## src/rtl/sim_test_pkg.sv

```systemverilog
// Shared encodings and helpers for the multi-channel simulation pass/fail monitor.
package sim_test_pkg;

  typedef enum logic [2:0] {
    VERDICT_RUN     = 3'd0,
    VERDICT_PASS    = 3'd1,
    VERDICT_FAIL    = 3'd2,
    VERDICT_TIMEOUT = 3'd3,
    VERDICT_STALL   = 3'd4
  } verdict_e;

  typedef enum logic [1:0] {
    ST_INIT  = 2'd0,
    ST_RUN   = 2'd1,
    ST_DRAIN = 2'd2,
    ST_DONE  = 2'd3
  } state_e;

  // Masks are padded to 16 bits so a channel index is always 4 bits wide.
  function automatic logic [3:0] lowest_set(input logic [15:0] mask);
    logic [3:0] idx;
    idx = 4'd0;
    for (int i = 15; i >= 0; i--) begin
      if (mask[i]) idx = i[3:0];
    end
    return idx;
  endfunction

  function automatic logic [31:0] sat_inc32(input logic [31:0] v);
    return (v == 32'hFFFF_FFFF) ? v : v + 32'd1;
  endfunction

endpackage

```

## src/rtl/sim_test_chan.sv

```systemverilog
// One monitored testreg channel: progress shadow with change detect, sticky pass
// capture and a registered copy of the fail word.
module sim_test_chan (
  input  logic        sim_clk,
  input  logic        sim_rst,
  input  logic        load_i,
  input  logic        track_i,
  input  logic        pass_en_i,
  input  logic [31:0] progress_i,
  input  logic [31:0] fail_i,
  input  logic [31:0] pass_i,
  output logic        changed_o,
  output logic        pass_seen_o,
  output logic        fail_o,
  output logic [31:0] fail_word_o,
  output logic [31:0] pass_word_o
);
  logic [31:0] shadow_q, shadow_d;
  logic [31:0] fail_q;
  logic [31:0] pass_word_q, pass_word_d;
  logic        pass_seen_q, pass_seen_d;

  assign changed_o   = track_i && (progress_i != shadow_q);
  assign pass_seen_o = pass_seen_q;
  assign fail_o      = (fail_q != 32'd0);
  assign fail_word_o = fail_q;
  assign pass_word_o = pass_word_q;

  always_comb begin
    shadow_d    = shadow_q;
    pass_word_d = pass_word_q;
    pass_seen_d = pass_seen_q;
    if (load_i || changed_o) shadow_d = progress_i;
    else                     shadow_d = shadow_q;
    // The pass flag is sticky; the word kept is the last nonzero pass value.
    if (pass_en_i && (pass_i != 32'd0)) begin
      pass_seen_d = 1'b1;
      pass_word_d = pass_i;
    end else begin
      pass_seen_d = pass_seen_q;
      pass_word_d = pass_word_q;
    end
  end

  always_ff @(posedge sim_clk or posedge sim_rst) begin
    if (sim_rst) begin
      shadow_q    <= 32'd0;
      fail_q      <= 32'd0;
      pass_word_q <= 32'd0;
      pass_seen_q <= 1'b0;
    end else begin
      shadow_q    <= shadow_d;
      fail_q      <= fail_i;
      pass_word_q <= pass_word_d;
      pass_seen_q <= pass_seen_d;
    end
  end

endmodule

```

## src/rtl/sim_test_monitor.sv

```systemverilog
// Multi-channel testreg watcher: progress events, prioritised pass/fail/timeout/stall
// verdict, drain delay and a one-shot finish request.
module sim_test_monitor
  import sim_test_pkg::*;
#(
  parameter int unsigned NUM_CH       = 2,
  parameter int unsigned PASS_MODE    = 1,
  parameter int unsigned MAX_CLOCKS   = 100000,
  parameter int unsigned STALL_LIMIT  = 20000,
  parameter int unsigned DRAIN_CYCLES = 2
) (
  input  logic                  sim_clk,
  input  logic                  sim_rst,
  input  logic [32*NUM_CH-1:0]  progress_in,
  input  logic [32*NUM_CH-1:0]  fail_in,
  input  logic [32*NUM_CH-1:0]  pass_in,
  output logic                  progress_evt,
  output logic [3:0]            progress_ch,
  output logic [31:0]           progress_val,
  output logic [2:0]            verdict,
  output logic [3:0]            verdict_ch,
  output logic [31:0]           verdict_val,
  output logic [31:0]           cycle_count,
  output logic                  done,
  output logic                  finish_req
);
  localparam logic [31:0] MAX_M1     = 32'(MAX_CLOCKS) - 32'd1;
  localparam logic [31:0] STALL_M1   = 32'(STALL_LIMIT) - 32'd1;
  localparam logic [7:0]  DRAIN_LAST = 8'(DRAIN_CYCLES);

  state_e      state_q, state_d;
  verdict_e    verdict_q, verdict_d;
  logic [3:0]  vch_q, vch_d, pch_q, pch_d;
  logic [31:0] vval_q, vval_d, pval_q, pval_d;
  logic [31:0] cycle_q, cycle_d, stall_q, stall_d;
  logic [7:0]  drain_q, drain_d;
  logic        evt_q, evt_d, done_q, done_d, fin_q, fin_d;

  logic        load_s, track_s, pass_en_s;
  logic [15:0] changed_s, pass_seen_s, pass_fill_s, fail_s;
  logic [31:0] prog_s [16];
  logic [31:0] fail_word_s [16];
  logic [31:0] pass_word_s [16];

  assign load_s    = (state_q == ST_INIT);
  assign track_s   = (state_q == ST_RUN) || (state_q == ST_DRAIN);
  assign pass_en_s = (state_q == ST_RUN);

  // Unused channel slots read as idle; their pass fill bit is 1 so the all-pass AND ignores them.
  for (genvar g = 0; g < 16; g++) begin : g_ch
    if (g < NUM_CH) begin : g_used
      assign prog_s[g]      = progress_in[32*g +: 32];
      assign pass_fill_s[g] = pass_seen_s[g];
      sim_test_chan u_chan (
        .sim_clk     (sim_clk),
        .sim_rst     (sim_rst),
        .load_i      (load_s),
        .track_i     (track_s),
        .pass_en_i   (pass_en_s),
        .progress_i  (progress_in[32*g +: 32]),
        .fail_i      (fail_in[32*g +: 32]),
        .pass_i      (pass_in[32*g +: 32]),
        .changed_o   (changed_s[g]),
        .pass_seen_o (pass_seen_s[g]),
        .fail_o      (fail_s[g]),
        .fail_word_o (fail_word_s[g]),
        .pass_word_o (pass_word_s[g])
      );
    end else begin : g_unused
      assign prog_s[g]      = 32'd0;
      assign changed_s[g]   = 1'b0;
      assign pass_seen_s[g] = 1'b0;
      assign pass_fill_s[g] = 1'b1;
      assign fail_s[g]      = 1'b0;
      assign fail_word_s[g] = 32'd0;
      assign pass_word_s[g] = 32'd0;
    end
  end

  logic        any_change_s, pass_hit_s, timeout_hit_s, stall_hit_s;
  logic [3:0]  chg_idx_s, fail_idx_s, pass_idx_s;
  logic [31:0] cycle_inc_s;

  assign any_change_s  = |changed_s;
  assign chg_idx_s     = lowest_set(changed_s);
  assign fail_idx_s    = lowest_set(fail_s);
  assign pass_idx_s    = lowest_set(pass_seen_s);
  assign pass_hit_s    = (PASS_MODE == 32'd0) ? (|pass_seen_s) : (&pass_fill_s);
  assign cycle_inc_s   = sat_inc32(cycle_q);
  assign timeout_hit_s = (MAX_CLOCKS != 32'd0) && (cycle_q == MAX_M1);
  assign stall_hit_s   = (STALL_LIMIT != 32'd0) && (stall_q == STALL_M1) && !any_change_s;

  // Next-state, counters, verdict latch and progress event generation.
  always_comb begin
    state_d   = state_q;
    verdict_d = verdict_q;
    vch_d     = vch_q;
    vval_d    = vval_q;
    cycle_d   = cycle_q;
    stall_d   = stall_q;
    drain_d   = drain_q;
    pch_d     = pch_q;
    pval_d    = pval_q;
    evt_d     = 1'b0;
    done_d    = done_q;
    fin_d     = 1'b0;
    if (any_change_s) begin
      evt_d  = 1'b1;
      pch_d  = chg_idx_s;
      pval_d = prog_s[chg_idx_s];
    end else begin
      evt_d = 1'b0;
    end
    case (state_q)
      ST_INIT: state_d = ST_RUN;
      ST_RUN: begin
        cycle_d = cycle_inc_s;
        stall_d = any_change_s ? 32'd0 : sat_inc32(stall_q);
        drain_d = 8'd0;
        if (fail_s != 16'd0) begin
          verdict_d = VERDICT_FAIL;
          vch_d     = fail_idx_s;
          vval_d    = fail_word_s[fail_idx_s];
          state_d   = ST_DRAIN;
        end else if (pass_hit_s) begin
          verdict_d = VERDICT_PASS;
          vch_d     = pass_idx_s;
          vval_d    = pass_word_s[pass_idx_s];
          state_d   = ST_DRAIN;
        end else if (timeout_hit_s) begin
          verdict_d = VERDICT_TIMEOUT;
          vch_d     = 4'd0;
          vval_d    = cycle_inc_s;
          state_d   = ST_DRAIN;
        end else if (stall_hit_s) begin
          verdict_d = VERDICT_STALL;
          vch_d     = 4'd0;
          vval_d    = cycle_inc_s;
          state_d   = ST_DRAIN;
        end else begin
          state_d = ST_RUN;
        end
      end
      ST_DRAIN: begin
        if (drain_q == DRAIN_LAST) begin
          state_d = ST_DONE;
          done_d  = 1'b1;
          fin_d   = 1'b1;
        end else begin
          drain_d = drain_q + 8'd1;
        end
      end
      ST_DONE: state_d = ST_DONE;
      default: state_d = ST_INIT;
    endcase
  end

  // State and output registers.
  always_ff @(posedge sim_clk or posedge sim_rst) begin
    if (sim_rst) begin
      state_q   <= ST_INIT;
      verdict_q <= VERDICT_RUN;
      vch_q     <= 4'd0;
      vval_q    <= 32'd0;
      cycle_q   <= 32'd0;
      stall_q   <= 32'd0;
      drain_q   <= 8'd0;
      pch_q     <= 4'd0;
      pval_q    <= 32'd0;
      evt_q     <= 1'b0;
      done_q    <= 1'b0;
      fin_q     <= 1'b0;
    end else begin
      state_q   <= state_d;
      verdict_q <= verdict_d;
      vch_q     <= vch_d;
      vval_q    <= vval_d;
      cycle_q   <= cycle_d;
      stall_q   <= stall_d;
      drain_q   <= drain_d;
      pch_q     <= pch_d;
      pval_q    <= pval_d;
      evt_q     <= evt_d;
      done_q    <= done_d;
      fin_q     <= fin_d;
    end
  end

  assign progress_evt = evt_q;
  assign progress_ch  = pch_q;
  assign progress_val = pval_q;
  assign verdict      = verdict_q;
  assign verdict_ch   = vch_q;
  assign verdict_val  = vval_q;
  assign cycle_count  = cycle_q;
  assign done         = done_q;
  assign finish_req   = fin_q;

endmodule

```

## config.mk

```make
export PLATFORM = sky130hd
export DESIGN_NAME = sim_test_monitor
export DESIGN_NICKNAME = d
export VERILOG_FILES = /design/src/rtl/sim_test_pkg.sv /design/src/rtl/sim_test_chan.sv /design/src/rtl/sim_test_monitor.sv
export SDC_FILE = /design/constraint.sdc
export NUM_CORES = 1
export LEC_CHECK = 0
export BUFFER_PORTS_ARGS = -buffer_cell sky130_fd_sc_hd__buf_2
export CORE_MARGIN = 8
export CORE_UTILIZATION = 35
export DETAILED_ROUTE_END_ITERATION = 12
export MAX_ROUTING_LAYER = met4
export PLACE_DENSITY = 0.62
export SYNTH_ARGS = -nofsm -noshare
export SYNTH_HDL_FRONTEND = slang
export SYNTH_SLANG_ARGS = --single-unit
```

## constraint.sdc

```tcl
create_clock -name sim_clk -period 8.1 [get_ports sim_clk]
set_input_delay 0.405 -clock sim_clk [delete_from_list [all_inputs] [get_ports sim_clk]]
set_output_delay 0.405 -clock sim_clk [all_outputs]
set_load 0.01 [all_outputs]
```

==> flow_summary.yaml <==
run_status:
  status: "complete, no violations"
worst_setup_path:
  criticalPathCategory: "reg2reg"
  r2r_slack_ns: 4.75
  cp_cell_sequence: "xnor2_1 > nand4_1 > nor4_1 > a41o_2 > buf_4 > nand2b_1 > and2_1 > mux2_2"
  critical-path-slowest-cell: "nor4_1"
  worstPathArrival_ns: 3.81
  worst_setup_path_end_kind: "register"
  critPathRequiredTime_ns: 8.56
  reg2reg_from: "g_ch[0].g_used.u_chan.shadow_q[12]"
  critPathLaunch: "g_ch[0].g_used.u_chan.shadow_q[12]"
  startpoint_type: "register"
  worstRegToRegCells: 8
  worst-path-max-fanout: 41
  r2r_end: "stall_q[10]"
  slowest_delay_ns: 0.69
  crit_path_end: "stall_q[10]"
synthesis:
  synth-edff-count: 0
  yosysWarnings: 0
  synth-main-ff-cell: "dfrtp_1"
  async_flop_share_pct: 100
  synthCells: 1243
  ys_seq_elements: 308
  syn_avg_cell_area_um2: 11.5
  syn_area_um2: 14200
  ys_seq_area_share_pct: 54.1
  synth_cell_types: 65
sta:
  fin_crit_sh_pct: 41.4
  fin_worst_skew_ns: 0.0182
  setup_viol_count_final: 0
  hold_violations: 0
  finalSetupTns_ns: 0
  layout_setup_ws_ns: 4.75
  drv_slew: 0
  fmaxAchievable_mhz: 298
  layout_min_cycle_time_ns: 3.35
  rsz0062_at_grt: "no"
  relSlewSlack_pct: 32.1
  worst_slew_pin_slew_ns: 1.02
routing:
  initialDrtViolationCount: 828
  drt-total-wl_mm: 42.8
  route.antenna.remaining_nets: 0
  vias: 11300
  viasPerCell: 5.30
  firstDrtPassIters: 10
  drc: 0
  wl_per_cell_um: 20.0
floorplan:
  io_pins: 304
  initial_core_util_pct: 35.2
  coreArea_um2: 40500
  die-area_um2: 47400
  die_y_um: 218
  dieWidth_um: 218
  rows: 74
cells_and_area:
  final_cell_mix: "dfrtp_1 (308), buf_2 (297), mux2_2 (110), xnor2_1 (110), dlygate4sd3_1 (64)"
  stdcell_area_um2: 18000
  layout_commonest_cell: "dfrtp_1"
  antenna_cells: 0
  nNetsFinal: 1785
  area.growth.synth_to_final_pct: 26.2
  drive_gt1_share_pct: 30.8
placed_design:
  pre_cts_ws_ns: 4.60
  placed_area_um2: 16200
  hpwlAfterDp_mm: 31.1
  place_congestion: 0.866
  port_buffers: 297
global_route:
  grt.busiest_layer: "met2"
  antenna_found_initial: 0
  overflow: 0
  grtUsageMet1_pct: 22.7
  grt_util_met3_pct: 5.16
  grt_pass1_vias: 11800
  use_met2_pct: 29.5
  grt_max_degree: 177
  grt_usage_pct: 18.3
  grt_pass1_wl_mm: 67.4
clock_tree:
  htree_levels: 2
  clkTransAtPathRegs_ns: 0.06
  clkLatencyLatePin_ns: 0.54
  ctsLongestPathBuffers: 3
  ctsResizeCount: 0
  ctsRootBufferMaster: "clkbuf_16"
  cts_num_sinks: 308
  cts_tree: "built"
  cts_inserted_buffers: 35
power:
  power_density_nw_per_um2: 192
  power_leakage_nw: 7.95
  finalPower_mw: 3.46
  ir_drop_mv: 0.153
job:
  max_cap_viol_count: 0
hold_path:
  hp-class: "in2async"
## cell usage after synthesis, types with 2 or more instances
| library cell | number | area (µm²) |
|---|---|---|
| ha_1 | 8 | 100 |
| a31o_2 | 2 | 17.5 |
| inv_1 | 52 | 195 |
| a221oi_1 | 26 | 228 |
| and2_1 | 13 | 81.3 |
| nor4_1 | 57 | 357 |
| a21oi_1 | 24 | 120 |
| and4_1 | 6 | 52.6 |
| a211oi_1 | 4 | 30.0 |
| nor3b_1 | 3 | 22.5 |
| o21ai_0 | 24 | 120 |
| xnor2_1 | 110 | 963 |
| clkbuf_1 | 41 | 154 |
| nor4_2 | 2 | 25.0 |
| nor2_1 | 61 | 229 |
| and3_1 | 19 | 119 |
| nand2b_1 | 9 | 56.3 |
| dfrtp_1 | 308 | 7710 |
| nor3_1 | 17 | 85.1 |
| or3_1 | 5 | 31.3 |
| xor2_1 | 21 | 184 |
| buf_1 | 7 | 26.3 |
| a222oi_1 | 32 | 320 |
| mux2_2 | 110 | 1240 |
| a21o_1 | 5 | 37.5 |
| nand2_1 | 54 | 203 |
| or4_1 | 4 | 30.0 |
| o21ai_1 | 2 | 10.0 |
| mux2i_1 | 3 | 30.0 |
| o21a_1 | 23 | 173 |
| a211o_1 | 8 | 70.1 |
| o22ai_1 | 2 | 12.5 |
| o211ai_1 | 23 | 173 |
| buf_2 | 15 | 75.1 |
| a31oi_1 | 8 | 50.1 |
| buf_4 | 9 | 67.6 |
| nand4_1 | 59 | 369 |
| buf_8 | 3 | 45.0 |
| nand3_1 | 37 | 185 |
| nor2b_1 | 2 | 12.5 |
## worst max-delay path: cells and delay by family, from the launching register on
| kind | cells | cell delay [ns] |
|---|---|---|
| flip-flops | 1 | 0.38 |
| AO/OA/AOI/OAI | 1 | 0.48 |
| XOR/XNOR | 1 | 0.26 |
| AND/OR/NAND/NOR | 4 | 1.53 |
| multiplexers | 1 | 0.14 |
| buffers and inverters | 1 | 0.47 |
## how the worst min path moves through the flow
| stage | end | depth (start not counted) |
|---|---|---|
| after CTS | g_ch[0].g_used.u_chan.pass_word_o[2] | 2 |
| after global placement | done | 1 |
| final | progress_val[16] | 3 |
| after detailed placement | done | 1 |
| after global routing | g_ch[0].g_used.u_chan.pass_word_o[12] | 2 |
| after floorplan | g_ch[0].g_used.u_chan.fail_word_o[0] | 0 |
## cell type report
class,instances,area [µm²]
clock buffers,52,1030
clock inverters,11,129
fillers,3760,22500
inverters,52,199
multi-input cells,811,6010
flip-flops and latches,308,7710
well taps,532,666
repair buffers,375,2240
## metal layers
metal / vias to the layer above / routed length [µm]
li1: 5232 / -
met3: 53 / 3420
met5: - / 0
met4: 0 / 810
met1: 5631 / 18100
met2: 422 / 20400
## logic make-up (layout without fill, tap and decap cells)
group	after synthesis	in the layout	synth area share, %
and+or+nand+nor	358	358	13.8
AOI/OAI and AO/OA	195	195	10.4
DFF	308	308	54.1
other	1	6	0.0263
xor gates and xnor gates	131	131	8.05
buffers and inverters	129	490	4.07
muxes	113	113	8.91
adders and majority gates	8	8	0.703
## per-stage QoR
| stage | hold slack (ns) | util [%] | std cells |
|---|---|---|---|
| 3_3_place_gp | 0.452 | 40.0 | 2014 |
| 4_1_cts | 0.0944 | 44.4 | 2141 |
| 2_1_floorplan | 0.436 | - | 1248 |
| 5_1_grt | 0.101 | 44.4 | 2141 |
| 3_5_place_dp | 0.461 | 40.0 | 2014 |
| 6_report | 0.115 | 44.4 | 2141 |
## flip-flops by register name, indices dropped and copies added, names as in the netlist, 2 cells and up
signal,count
cycle_count,32
state_q,2
g_ch.g_used.u_chan.pass_word_o,32
verdict_val,32
g_ch.g_used.u_chan.shadow_q,64
progress_val,32
stall_q,32
verdict,3
g_ch.g_used.u_chan.pass_seen_o,2
drain_q,8
g_ch.g_used.u_chan.fail_word_o,64
## power breakdown
| part | switching (mW) | internal [mW] | total (mW) | leakage [nW] |
|---|---|---|---|---|
| clock | 0.637 | 0.950 | 1.59 | 0.564 |
| sequential | 0.0368 | 1.60 | 1.63 | 3.74 |
| combinational | 0.116 | 0.121 | 0.238 | 3.64 |
## what timing repair did
item                                   CTS  global route
hold buffers                            64             0
endpoints found under the hold margin   64             0
setup buffers                            0             0
Power figures use the tool's default switching activity.
